[src/rtl/mul_sequencer_pkg.sv]
// Shared types and constants for the M-extension multiply issue controller.
// The cache record is sized by MUL_XLEN, so the controller's XLEN must match it.
package mul_sequencer_pkg;

    localparam int MUL_XLEN        = 32;
    localparam int MUL_TAG_W       = 5;
    localparam int MUL_CORE_CYCLES = 17;

    typedef enum logic [1:0] {
        MUL    = 2'd0,
        MULH   = 2'd1,
        MULHSU = 2'd2,
        MULHU  = 2'd3
    } mul_op_e;

    typedef enum logic [2:0] {
        IDLE    = 3'd0,
        COMPUTE = 3'd1,
        DRAIN   = 3'd2,
        CORRECT = 3'd3,
        DONE    = 3'd4
    } mul_state_e;

    typedef enum logic [1:0] {
        CLS_SIGNED = 2'd0,
        CLS_SU     = 2'd1,
        CLS_U      = 2'd2
    } mul_cls_e;

    typedef struct packed {
        logic                valid;
        logic [MUL_XLEN-1:0] rs1;
        logic [MUL_XLEN-1:0] rs2;
        mul_cls_e            cls;
        logic [MUL_XLEN-1:0] hi;
        logic [MUL_XLEN-1:0] lo;
    } mul_cache_s;

    // MUL and MULH share the signed class: the core always produces the signed product.
    function automatic mul_cls_e op_class(input mul_op_e op);
        case (op)
            MULHSU:  return CLS_SU;
            MULHU:   return CLS_U;
            default: return CLS_SIGNED;
        endcase
    endfunction

endpackage

[src/rtl/mul_sequencer.sv]
// Issue-side controller for the iterative signed Booth radix-4 multiplier core.
// Handshakes: a transfer happens on a rising edge where valid and ready are both high.
module mul_sequencer
    import mul_sequencer_pkg::*;
#(
    parameter int XLEN        = MUL_XLEN,
    parameter int TAG_W       = MUL_TAG_W,
    parameter int CORE_CYCLES = MUL_CORE_CYCLES
) (
    input  logic              clk_i,
    input  logic              rst_i,
    input  logic              req_valid_i,
    output logic              req_ready_o,
    input  logic [1:0]        req_op_i,
    input  logic [XLEN-1:0]   req_rs1_i,
    input  logic [XLEN-1:0]   req_rs2_i,
    input  logic [TAG_W-1:0]  req_tag_i,
    input  logic              kill_i,
    output logic              res_valid_o,
    input  logic              res_ready_i,
    output logic [XLEN-1:0]   res_data_o,
    output logic [TAG_W-1:0]  res_tag_o,
    output logic              core_clk_en_o,
    output logic [XLEN-1:0]   core_multiplier_o,
    output logic [XLEN-1:0]   core_multiplicand_o,
    input  logic [2*XLEN-1:0] core_result_i,
    input  logic              core_free_i,
    output logic              busy_o,
    output mul_state_e        dbg_state_o
);

    localparam int CNT_W = (CORE_CYCLES > 1) ? $clog2(CORE_CYCLES) : 1;

    mul_state_e       state_q, state_d;
    logic [CNT_W-1:0] cnt_q, cnt_d;
    mul_op_e          op_q, op_d;
    logic [XLEN-1:0]  rs1_q, rs1_d;
    logic [XLEN-1:0]  rs2_q, rs2_d;
    logic [TAG_W-1:0] tag_q, tag_d;
    logic [XLEN-1:0]  hi_q, hi_d;
    logic [XLEN-1:0]  lo_q, lo_d;
    mul_cache_s       cache_q, cache_d;

    mul_op_e          req_op;
    logic             cache_hit;
    logic [XLEN-1:0]  hi_corr;

    assign req_op = mul_op_e'(req_op_i);

    // The low word does not depend on signedness, so MUL hits on any cached class.
    assign cache_hit = cache_q.valid
                    && (cache_q.rs1 == req_rs1_i)
                    && (cache_q.rs2 == req_rs2_i)
                    && ((req_op == MUL) || (cache_q.cls == op_class(req_op)));

    // Turns the core's signed high word into the mixed/unsigned high word.
    always_comb begin
        hi_corr = '0;
        case (op_q)
            MULHSU:  hi_corr = rs2_q[XLEN-1] ? rs1_q : '0;
            MULHU:   hi_corr = (rs1_q[XLEN-1] ? rs2_q : '0) + (rs2_q[XLEN-1] ? rs1_q : '0);
            default: hi_corr = '0;
        endcase
    end

    always_comb begin
        state_d       = state_q;
        cnt_d         = cnt_q;
        op_d          = op_q;
        rs1_d         = rs1_q;
        rs2_d         = rs2_q;
        tag_d         = tag_q;
        hi_d          = hi_q;
        lo_d          = lo_q;
        cache_d       = cache_q;
        req_ready_o   = 1'b0;
        res_valid_o   = 1'b0;
        core_clk_en_o = 1'b0;

        case (state_q)
            IDLE: begin
                req_ready_o = core_free_i & ~kill_i & ~rst_i;
                if (req_valid_i && req_ready_o) begin
                    op_d  = req_op;
                    rs1_d = req_rs1_i;
                    rs2_d = req_rs2_i;
                    tag_d = req_tag_i;
                    if (cache_hit) begin
                        hi_d    = cache_q.hi;
                        lo_d    = cache_q.lo;
                        state_d = DONE;
                    end else begin
                        cnt_d   = CNT_W'(CORE_CYCLES - 1);
                        state_d = COMPUTE;
                    end
                end
            end
            COMPUTE: begin
                core_clk_en_o = 1'b1;
                if (cnt_q == '0) begin
                    state_d = kill_i ? IDLE : CORRECT;
                end else begin
                    cnt_d   = cnt_q - CNT_W'(1);
                    state_d = kill_i ? DRAIN : COMPUTE;
                end
            end
            // The core must be clocked back to its idle count before the next load.
            DRAIN: begin
                core_clk_en_o = 1'b1;
                if (cnt_q == '0) begin
                    state_d = IDLE;
                end else begin
                    cnt_d = cnt_q - CNT_W'(1);
                end
            end
            CORRECT: begin
                if (kill_i) begin
                    state_d = IDLE;
                end else begin
                    hi_d          = core_result_i[2*XLEN-1:XLEN] + hi_corr;
                    lo_d          = core_result_i[XLEN-1:0];
                    cache_d.valid = 1'b1;
                    cache_d.rs1   = rs1_q;
                    cache_d.rs2   = rs2_q;
                    cache_d.cls   = op_class(op_q);
                    cache_d.hi    = core_result_i[2*XLEN-1:XLEN] + hi_corr;
                    cache_d.lo    = core_result_i[XLEN-1:0];
                    state_d       = DONE;
                end
            end
            DONE: begin
                res_valid_o = 1'b1;
                if (kill_i || res_ready_i) begin
                    state_d = IDLE;
                end
            end
            default: state_d = IDLE;
        endcase
    end

    always_ff @(posedge clk_i or posedge rst_i) begin
        if (rst_i) begin
            state_q <= IDLE;
            cnt_q   <= '0;
            op_q    <= MUL;
            rs1_q   <= '0;
            rs2_q   <= '0;
            tag_q   <= '0;
            hi_q    <= '0;
            lo_q    <= '0;
            cache_q <= '0;
        end else begin
            state_q <= state_d;
            cnt_q   <= cnt_d;
            op_q    <= op_d;
            rs1_q   <= rs1_d;
            rs2_q   <= rs2_d;
            tag_q   <= tag_d;
            hi_q    <= hi_d;
            lo_q    <= lo_d;
            cache_q <= cache_d;
        end
    end

    assign res_data_o          = (state_q == DONE) ? ((op_q == MUL) ? lo_q : hi_q) : '0;
    assign res_tag_o           = (state_q == DONE) ? tag_q : '0;
    assign core_multiplier_o   = rs1_q;
    assign core_multiplicand_o = rs2_q;
    assign busy_o              = (state_q != IDLE);
    assign dbg_state_o         = state_q;

endmodule

[config.mk]
export PLATFORM = sky130hd
export DESIGN_NAME = mul_sequencer
export DESIGN_NICKNAME = d
export VERILOG_FILES = /design/src/rtl/mul_sequencer_pkg.sv /design/src/rtl/mul_sequencer.sv
export SDC_FILE = /design/constraint.sdc
export NUM_CORES = 1
export LEC_CHECK = 0
export ABC_AREA = 1
export CAP_MARGIN = 20
export CORE_UTILIZATION = 30
export CTS_BUF_LIST = sky130_fd_sc_hd__clkbuf_8
export DETAILED_ROUTE_END_ITERATION = 8
export GPL_TIMING_DRIVEN = 0
export PLACE_DENSITY_LB_ADDON = 0.05
export SLEW_MARGIN = 20
export SYNTH_ARGS = -nofsm -noshare
export SYNTH_HDL_FRONTEND = slang
export SYNTH_SLANG_ARGS = --single-unit
[constraint.sdc]
create_clock -name clk_i -period 22.9 [get_ports clk_i]
set_input_delay 4.58 -clock clk_i [delete_from_list [all_inputs] [get_ports clk_i]]
set_output_delay 4.58 -clock clk_i [all_outputs]
set_load 0.005 [all_outputs]
==> impl_results.md <==
* Status: complete, no violations
* Std cell rows at 86
* Largest net degree at the start of global routing at 96
* Clk_lat worst skew at approximately 640 ps
* Longest Clk Path Bufs at 3
* Initial core utilization at 0.306
* Peak VDD IR at 0.0513 mV
* Least-Margin Pin Slew at between 1000 and 1500 ps
* Htree depth at 2
* Vias in the first global route at 16.6k
* IO Pins at 249
* Switching Fraction at 0.441
* Post-layout nets at 2852
* CTS resizes at 0
* CP arrival at 6390 ps
* Vias at 16.2k
* Dpl hpwl at about 52 mm
* Final min period at 10970 ps
* P_leak at 10.7 nW
* CTS tree: built
* Leading area contributor after synthesis: dfrtp_1
* P_sw at 1.15 mW
* Final Skew at 42.4 ps
* Sequential Power Share at 0.334
* WL/cell at 18.8 um
* Final WL at 64.6 mm
* Mapped Cells at between 2k and 2.5k
* Clock share of power at 0.192
* Root buffer cell: clkbuf_8
* Metal2 WL at 30.9 mm
* Die Height at about 240 um
* Fillers at 6015
* Number of max-cap violations at 0
* Hold Slack at 471 ps
* Initial antenna violation count at 1
* Slew Viols, Final at 0
* Met3 routed WL at ~2.5 mm
* Final worst-path cycle share at 0.479
* Clock net sink count at 274
* PortBufs at approximately 250
* Synthesized area at 0.0170 mm2
* Startpoint types: primary input
* Total track usage at 0.227
* EDFF count, synth at 0
* Hold Path Class: reg2reg
* Comb pwr share at 0.474
* HP Start: cache_q[34]
* Num CTS Buffers at 53
* Initial DRC Count at 1041
* Synth Area per Inst at 7.27 um2
* Die area at 0.0576 mm2
* Worst-path clk slew at 50 ps
* Fin Setup TNS at 0 ps
* Total power at between 2 and 3 mW
* Post-DR vias/cell at 4.72
* Syn_nets at 2546
* Post-Route Utilization at 0.389
* Crit end category: output pin
* Ys Warns at 0
* Setup crit start: rst_i
* Non-Filler Instances at 3437
* CP max FO at 95
* CP Data Required Time at 18320 ps
* Core region area at 0.0555 mm2
* Pint at 1.46 mW
* Die width at 240 um
* Synth area leaders: dfrtp_1, nand2_1, inv_1, o21ai_0, ha_1
* 1st-pass router iterations at 5
* Layout area overhead at 27.2%
* Hold_buf cts at 0
* Post-CTS setup buffers at 0
* Total gr overflow at 0
* Pwr dens at 121 mW/mm2
* Wire length on met1 at 28.9 mm
* Placed Cells incl. Taps at 3338
* Final ANT Viol Nets at 0
* Final GP Congestion at 0.905
* Post-synthesis sequential area ratio at 0.403
* Final Hold Viols at 0
* Ratio of cells with drive above 1 in the final layout at 0.0748
* First-pass GRT wire length at between 90 and 100 mm
* Top layer in use: met4
* Slew margin rel. at 0.288
* Most used DFF post-synth: dfrtp_1
* Fmax at around 91 MHz
* Post-synthesis cell type count at 43
* Final setup fails at 0
* Crit Reg-Reg Startpoint: core_multiplicand_o[31]
* DRC violations left at 0
* Post-synth top area share at 0.403
* Crit path kind: in2out
* Async S/R FF share, synth at 1.00
* Post-synthesis register bit count at 274
* RSZ-0062 raised after global routing: false
==> layout by cell type, fill, tap and decap left out, types with 3 or more instances in the layout <==
cell type	n
a21boi_0	3
a21o_1	4
a21oi_1	124
buf_16	3
buf_2	21
buf_6	10
clkbuf_1	51
clkbuf_8	71
clkdlybuf4s50_1	248
clkinv_2	6
dfrtp_1	274
ha_1	64
inv_1	275
inv_2	5
mux2_2	39
mux2i_1	30
nand2_1	830
nand3_1	93
nand3b_1	11
nand4_1	13
nor2_1	144
nor3_1	13
o211ai_1	3
o21a_1	4
o21ai_0	177
o21ai_1	32
o21ai_2	25
o21bai_1	8
o22ai_1	23
or2_2	11
xnor2_1	27
xor2_1	24
==> stage by stage <==
step	setup slack (ps)	area [um2]
2_1_floorplan	7380	17000
3_5_place_dp	11870	20500
6_report	11930	21600
3_3_place_gp	3340	20400
4_1_cts	11860	21600
5_1_grt	11760	21600
==> routing by layer <==
layer  GRT usage  vias up
met5           0        -
met4      0.0828        0
met3      0.0310      112
met2       0.388      363
met1       0.290     7627
li1            -     8118
==> cells by family (layout without fill, tap and decap cells) <==
| family | after synthesis | after routing | synth area share |
|---|---|---|---|
| simple gates | 1123 | 1123 | 0.263 |
| buf+inv | 350 | 699 | 0.0835 |
| flops | 274 | 274 | 0.403 |
| xor+xnor | 51 | 51 | 0.0263 |
| other cells | 0 | 1 | 0 |
| mux | 69 | 69 | 0.0435 |
| fa+ha+maj | 66 | 66 | 0.0495 |
| compound gates | 406 | 406 | 0.130 |
==> critical path: stages <==
cell             delay, ps
clkdlybuf4s50_1        490
inv_8                   90
buf_16                 380
nand3_1                160
nor2_1                 130
clkdlybuf4s50_1        510
==> sequential cells by signal, indices dropped and copies added (netlist names) <==
register	count
cache_q	131
core_multiplicand_o	32
core_multiplier_o	32
hi_q	32
lo_q	32
cnt_q	5
tag_q	5
dbg_state_o	3
op_q	2
==> power by group through the flow <==
stage                     Sequential (mW)  Combinational (mW)  Clock, mW
final                               0.873                1.24      0.503
after global routing                0.898                1.39      0.544
after CTS                           0.875                1.25      0.524
after detailed placement            0.881                1.24          0
after global placement              0.878                1.23          0
after floorplan                     0.813               0.786          0
==> cell usage after synthesis (all sizes together) (4+ instances only) <==
master  number
nand2      831
dfrtp      274
inv        263
o21ai      234
nor2       146
a21oi      124
nand3       93
ha          64
clkbuf      52
mux2        39
buf         34
mux2i       30
xnor2       27
xor2        24
o22ai       23
nor3        14
nand4       13
or2         12
nand3b      11
o21bai       8
a21o         4
o21a         4
==> cell type report <==
class | count | area [um2] | area share
repair buffers | 251 | 2560 | 0.119
clock inverters | 27 | 129 | 0.00596
well taps | 748 | 936 | 0.0433
plain buffers | 86 | 429 | 0.0199
inverters | 264 | 998 | 0.0462
multi-input cells | 1715 | 8720 | 0.404
clock buffers | 71 | 977 | 0.0452
diodes | 1 | 2.50 | 0.000116
flip-flops and latches | 274 | 6860 | 0.317
==> final timing paths <==
check                                         to  slack, ps  cells after the start
max                                  req_ready_o      11930                      6
min                                  cache_q[34]        470                      2
max reg2reg                             hi_q[23]      17360                     29
min reg2reg                          cache_q[34]        470                      2
max in group asynchronous  core_multiplier_o[18]      17470                      4
min in group asynchronous             cache_q[5]       4480                      3
No activity file was read; power rests on OpenSTA's default activity.
